File: config.mk
export PLATFORM = sky130hd
export DESIGN_NAME = seg_scan_mux
export DESIGN_NICKNAME = d
export VERILOG_FILES = /design/src/rtl/seg_scan_mux_pkg.sv /design/src/rtl/scan_prescaler.sv /design/src/rtl/seg_scan_mux.sv
export SDC_FILE = /design/constraint.sdc
export NUM_CORES = 1
export LEC_CHECK = 0
export ABC_CLOCK_PERIOD_IN_PS = 2600
export CAP_MARGIN = 10
export CORE_AREA = 3 3 85 87
export CTS_CLUSTER_DIAMETER = 40
export DETAILED_ROUTE_END_ITERATION = 16
export DIE_AREA = 0 0 88 90
export SLEW_MARGIN = 25
export SYNTH_ARGS = -nofsm -noshare
export SYNTH_HDL_FRONTEND = slang
export SYNTH_SLANG_ARGS = --single-unit
export TNS_END_PERCENT = 1
File: constraint.sdc
create_clock -name clk -period 2.6 [get_ports clk]
set_input_delay 0.65 -clock clk [delete_from_list [all_inputs] [get_ports clk]]
set_output_delay 0.65 -clock clk [all_outputs]
set_load 0.005 [all_outputs]
File: src/rtl/seg_scan_mux_pkg.sv
// Shared constants and helpers for the 7-segment digit scanner.
// Common-anode display: an anode bit is enabled by driving it low.
package seg_scan_mux_pkg;

    localparam int NDIG_DEFAULT = 4;
    localparam int DIV_DEFAULT  = 50000;

    // All anodes off; callers slice the low NDIG bits.
    localparam logic [31:0] AN_IDLE = 32'hFFFF_FFFF;

    function automatic int cnt_width(input int div);
        return (div > 1) ? $clog2(div) : 1;
    endfunction

endpackage

File: src/rtl/scan_prescaler.sv
// Free-running divider producing a one-cycle tick every DIV clocks.
// The tick is registered by looking one count ahead.
module scan_prescaler
    import seg_scan_mux_pkg::*;
#(
    parameter int DIV = DIV_DEFAULT
) (
    input  logic clk,
    input  logic rst,
    output logic tick
);

    localparam int CNT_W = cnt_width(DIV);
    localparam logic [CNT_W-1:0] CNT_LAST = CNT_W'(DIV - 1);
    localparam logic [CNT_W-1:0] CNT_ZERO = {CNT_W{1'b0}};

    logic [CNT_W-1:0] cnt_r;
    logic [CNT_W-1:0] cnt_next_s;
    logic             tick_r;

    // Next prescaler count with wrap at DIV-1.
    always_comb begin
        cnt_next_s = cnt_r;
        if (cnt_r == CNT_LAST) begin
            cnt_next_s = CNT_ZERO;
        end else begin
            cnt_next_s = cnt_r + CNT_W'(1);
        end
    end

    // Counter and look-ahead tick register; with DIV=1 the tick is always high.
    always_ff @(posedge clk or posedge rst) begin
        if (rst) begin
            cnt_r  <= CNT_ZERO;
            tick_r <= (CNT_LAST == CNT_ZERO);
        end else begin
            cnt_r  <= cnt_next_s;
            tick_r <= (cnt_next_s == CNT_LAST);
        end
    end

    assign tick = tick_r;

endmodule

File: src/rtl/seg_scan_mux.sv
// Time-multiplexed digit scanner with frame-aligned double buffering and
// leading-zero blanking; nib feeds an external hex-to-7-segment decoder.
module seg_scan_mux
    import seg_scan_mux_pkg::*;
#(
    parameter int NDIG = NDIG_DEFAULT,
    parameter int DIV  = DIV_DEFAULT
) (
    input  logic              clk,
    input  logic              rst,
    input  logic              load,
    input  logic [4*NDIG-1:0] value,
    input  logic              blank_lz,
    output logic [NDIG-1:0]   an,
    output logic [3:0]        nib,
    output logic              blank,
    output logic              pend,
    output logic              frame
);

    localparam int IDX_W = $clog2(NDIG);
    localparam logic [IDX_W-1:0] IDX_LAST   = IDX_W'(NDIG - 1);
    localparam logic [IDX_W-1:0] IDX_ZERO   = {IDX_W{1'b0}};
    localparam logic [NDIG-1:0]  AN_ALL_OFF = AN_IDLE[NDIG-1:0];
    localparam logic [NDIG-1:0]  AN_DIG0    = AN_ALL_OFF ^ NDIG'(1);
    localparam logic [4*NDIG-1:0] DISP_ZERO = {(4*NDIG){1'b0}};

    logic              tick_s;
    logic              frame_s;
    logic [IDX_W-1:0]  idx_r, idx_next_s;
    logic [4*NDIG-1:0] disp_r, disp_next_s;
    logic [4*NDIG-1:0] pbuf_r, pbuf_next_s;
    logic              pend_r, pend_next_s;
    logic [NDIG-1:0]   an_r, an_next_s;
    logic [3:0]        nib_r, nib_next_s;
    logic              blank_r, blank_next_s;

    // Digit di is dark when blanking is on and it and every higher nibble are zero.
    function automatic logic lz_blank(input logic [4*NDIG-1:0] d,
                                      input logic [IDX_W-1:0]  di,
                                      input logic              en);
        logic upper_zero;
        upper_zero = 1'b1;
        lz_blank   = 1'b0;
        for (int k = NDIG - 1; k >= 1; k--) begin
            upper_zero = upper_zero & (d[4*k +: 4] == 4'h0);
            lz_blank   = (IDX_W'(k) == di) ? (en & upper_zero) : lz_blank;
        end
    endfunction

    scan_prescaler #(.DIV(DIV)) u_prescaler (
        .clk  (clk),
        .rst  (rst),
        .tick (tick_s)
    );

    // Digit advance, frame-boundary commit and pending-buffer capture.
    always_comb begin
        frame_s     = 1'b0;
        idx_next_s  = idx_r;
        disp_next_s = disp_r;
        pbuf_next_s = pbuf_r;
        pend_next_s = pend_r;
        if (tick_s) begin
            if (idx_r == IDX_LAST) begin
                idx_next_s = IDX_ZERO;
                frame_s    = 1'b1;
            end else begin
                idx_next_s = idx_r + IDX_W'(1);
                frame_s    = 1'b0;
            end
        end else begin
            idx_next_s = idx_r;
            frame_s    = 1'b0;
        end
        // Commit uses the old pbuf; a coincident load refills it and keeps pend.
        if (frame_s && pend_r) begin
            disp_next_s = pbuf_r;
            pend_next_s = 1'b0;
        end else begin
            disp_next_s = disp_r;
            pend_next_s = pend_r;
        end
        if (load) begin
            pbuf_next_s = value;
            pend_next_s = 1'b1;
        end else begin
            pbuf_next_s = pbuf_r;
        end
    end

    // Display outputs derived from the next-state digit and display value.
    always_comb begin
        nib_next_s = 4'h0;
        for (int i = 0; i < NDIG; i++) begin
            nib_next_s = (idx_next_s == IDX_W'(i)) ? disp_next_s[4*i +: 4] : nib_next_s;
        end
        blank_next_s = lz_blank(disp_next_s, idx_next_s, blank_lz);
        if (blank_next_s) begin
            an_next_s = AN_ALL_OFF;
        end else begin
            an_next_s = ~(NDIG'(1) << idx_next_s);
        end
    end

    // State and output registers; outputs only move on a digit advance.
    always_ff @(posedge clk or posedge rst) begin
        if (rst) begin
            idx_r   <= IDX_ZERO;
            disp_r  <= DISP_ZERO;
            pbuf_r  <= DISP_ZERO;
            pend_r  <= 1'b0;
            an_r    <= AN_DIG0;
            nib_r   <= 4'h0;
            blank_r <= 1'b0;
        end else begin
            idx_r  <= idx_next_s;
            disp_r <= disp_next_s;
            pbuf_r <= pbuf_next_s;
            pend_r <= pend_next_s;
            if (tick_s) begin
                an_r    <= an_next_s;
                nib_r   <= nib_next_s;
                blank_r <= blank_next_s;
            end
        end
    end

    assign an    = an_r;
    assign nib   = nib_r;
    assign blank = blank_r;
    assign pend  = pend_r;
    assign frame = frame_s;

endmodule

==> impl_metrics.ini, run 1 <==
[run]
drv_cap = 0

[placed_design]
gp_congestion = 0.789
dp_slack_ns = 0.406
detailed_place_hpwl_um = 4240
port_buffers = 30
place_area_sq_um = 3310

[synthesis]
yosysSeqAreaShare = 0.526
synthMuxAreaShare = 0.131
ys_seq_elements = 61
ys.flop_type = dfrtp_1
synthCells = 249
syn_area_sq_um = 2910
yosys.area_share.simple = 0.169
synth-compound-area-share = 0.0968
synth.distinct_cells = 54
synthXorXnorAreaFrac = 0.0331
ys_warn_count = 0
async_flop_share = 1.00
synth_fp_nets = 272
synth_fa_ha_area_frac = 0.0129
synth_edf_count = 0
syn_area_per_cell_sq_um = 11.7
synth_top_family_by_area = simple AND/OR/NAND/NOR gates

[cts]
cts.sinks = 61
root_buffer = clkbuf_8
cts_tree = done
tritoncts.num_buffers = 9
cts_hold_buf = 0
cts.htree.levels = 3
post-cts-setup-buffers = 0
clockBufferDepth = 2
cts_resized = 0
clk_latency_ns = 0.34
path_clk_slew_ns = 0.07

[critical_path]
r2r-start = idx_r[1]
cp.required_ns = 1.95
cp-end-kind = primary output
crit_type = reg2out
crit_fanout = 4
reg2reg_to = nib[0]
crit_arrival_ns = 1.62
crit_end = frame
cp-start-kind = register
reg2reg_depth = 6
crit_start = idx_r[1]
rrSetupSlack_ns = 0.43

[power]
power_density_nw_per_um2 = 552
vdd_drop_max_uv = 224
p_leak_uw = 0.00158

[finish]
diodes = 0
design_area_sq_um = 3510
nFillCells = 580
post-route-util = 0.546
multi_input_area_sq_um = 1290
register_area_sq_um = 1530
drive_gt1_frac = 0.242
nets = 308
area_growth_pct = 20.7

[die]
num_rows = 29
coreArea_sq_um = 6420
boundaryPins = 31
dieArea_sq_um = 7920
die_x_um = 88
start_util = 0.453
die_h_um = 90

[global_routing]
top_usage_layer = met2
gr-usage-all-layers = 0.165
grt_max_degree = 29
grt_pass1_vias = 2089
use_met2 = 0.261
met1_usage = 0.213
grt_remaining_overflow = 0
grt_pass1_wl_um = 10200
antenna_found_initial = 0
use_met3 = 0.0384

[routing]
routed_wl_um = 5840
first_pass_iters = 4
wl_per_cell_um = 16.0
drc = 0
vias = 2038
ant_nets = 0
via_per_inst = 5.57
first_iter_violations = 77

[min_path]
min_path_type = reg2reg
hp-start = an[3]

[sta]
fin_crit_sh = 0.874
fin_ws_ns = 0.327
whs_ns = 0.505
rsz0062_at_grt = false
tightest_slew_ns = 0.504
timing.fmax_ghz = 0.440
setup_viol = 0
fin_worst_skew_ns = 0.00704
slew_violations = 0
setup_tns_ns = 0
slew_headroom = 0.663
final_hold_viol_count = 0
period_needed_ns = 2.27

[run_status]
status = completed
cells in the mapped netlist, drive strengths merged, types with 2 or more instances:
cell	n	area share
or4	4	0.010
xnor2	4	0.012
a21o	2	0.0052
a32oi	2	0.0060
a31oi	3	0.0065
a311oi	2	0.0060
or3	2	0.0043
nand4	4	0.019
clkbuf	2	0.0026
a31o	3	0.0090
nand2	16	0.021
nand3	8	0.017
xor2	7	0.021
o32a	2	0.0069
nand4b	2	0.0060
o21ai	6	0.010
a21oi	5	0.0099
nor4	8	0.028
nor2b	4	0.0086
buf	8	0.013
ha	3	0.013
or2	2	0.0043
nor2	25	0.032
dfstp	3	0.027
dfrtp	58	0.50
mux2	33	0.13
inv	12	0.015
a41oi	2	0.0060
layout by cell type, fill, tap and decap left out, types with 5 or more instances in the layout:
| cell | synthesis | final |
|---|---|---|
| clkbuf_8 | 0 | 11 |
| nor4_1 | 6 | 6 |
| nand3_1 | 6 | 6 |
| nor2_1 | 25 | 25 |
| dfrtp_1 | 58 | 58 |
| clkdlybuf4s50_1 | 0 | 30 |
| mux2_2 | 32 | 32 |
| nand2_1 | 16 | 16 |
| xor2_1 | 7 | 7 |
| o21ai_0 | 5 | 5 |
| inv_1 | 11 | 10 |
cell families (layout without fill, tap and decap cells):
kind of cell               after synthesis  in the layout
adders and majority gates                3              3
muxes                                   34             34
DFF                                     61             61
and+or+nand+nor                         81             81
AOI/OAI and AO/OA                       37             37
xor gates and xnor gates                11             11
buffers and inverters                   22             62
layer usage:
layer	wire length (um)	part of all wire
met1	2770	0.47
met2	2750	0.47
met3	210	0.036
met4	108	0.018
met5	0	0
state kept, by name, summed over array words and instances (netlist names):
signal             flops
idx_r                  2
nib                    4
disp_r                16
u_prescaler.tick       1
pend                   1
an                     4
pbuf_r                16
blank                  1
u_prescaler.cnt_r     16
final cells by class:
class                      instances  share of cell area
sequential                        61               0.436
multi-input combinational        166               0.367
timing repair buffer              35              0.0999
clock buffer                      11              0.0432
tap                               77              0.0275
clock inverter                     4              0.0136
inverter                          12              0.0128
power by group:
group | switching, uW | total (uW) | internal (uW) | leakage [uW]
registers | 18.3 | 993 | 974 | 0.000781
logic | 36.1 | 90.3 | 54.1 | 0.000700
clock network | 366 | 852 | 486 | 0.000101
total | 421 | 1940 | 1510 | 0.00158
stage by stage:
stage          total power [uW]  instances
4_1_cts                    1950        366
2_1_floorplan              1050        249
6_report                   1940        366
3_5_place_dp               1100        351
5_1_grt                    2010        366
3_3_place_gp               1100        351
critical path, stage by stage, from the launching register on:
cell,delay [ns]
dfrtp_1,0.39
ha_1,0.22
nand2_1,0.09
inv_1,0.09
clkdlybuf4s50_1,0.50
how the worst min path moves through the flow:
stage | endpoint | slack, ns | depth (start not counted)
final | an[3] | 0.51 | 2
after global routing | disp_r[1] | 0.53 | 1
after CTS | an[3] | 0.51 | 2
after detailed placement | disp_r[0] | 0.49 | 1
after global placement | disp_r[3] | 0.48 | 1
after floorplan | u_prescaler.cnt_r[12] | 0.46 | 1
Note: power is estimated with default switching activity, not from simulation.
==> inputs of run 2 (changes only) <==
--- a/config.mk
+++ b/config.mk
@@ -9,6 +9,7 @@
 export CAP_MARGIN = 10
 export CORE_AREA = 3 3 85 87
 export CTS_CLUSTER_DIAMETER = 40
+export CTS_CLUSTER_SIZE = 12
 export DETAILED_ROUTE_END_ITERATION = 16
 export DIE_AREA = 0 0 88 90
 export SLEW_MARGIN = 25
==> results of run 2 <==
The final DEF is identical to that of run 1; final timing and power are the same.
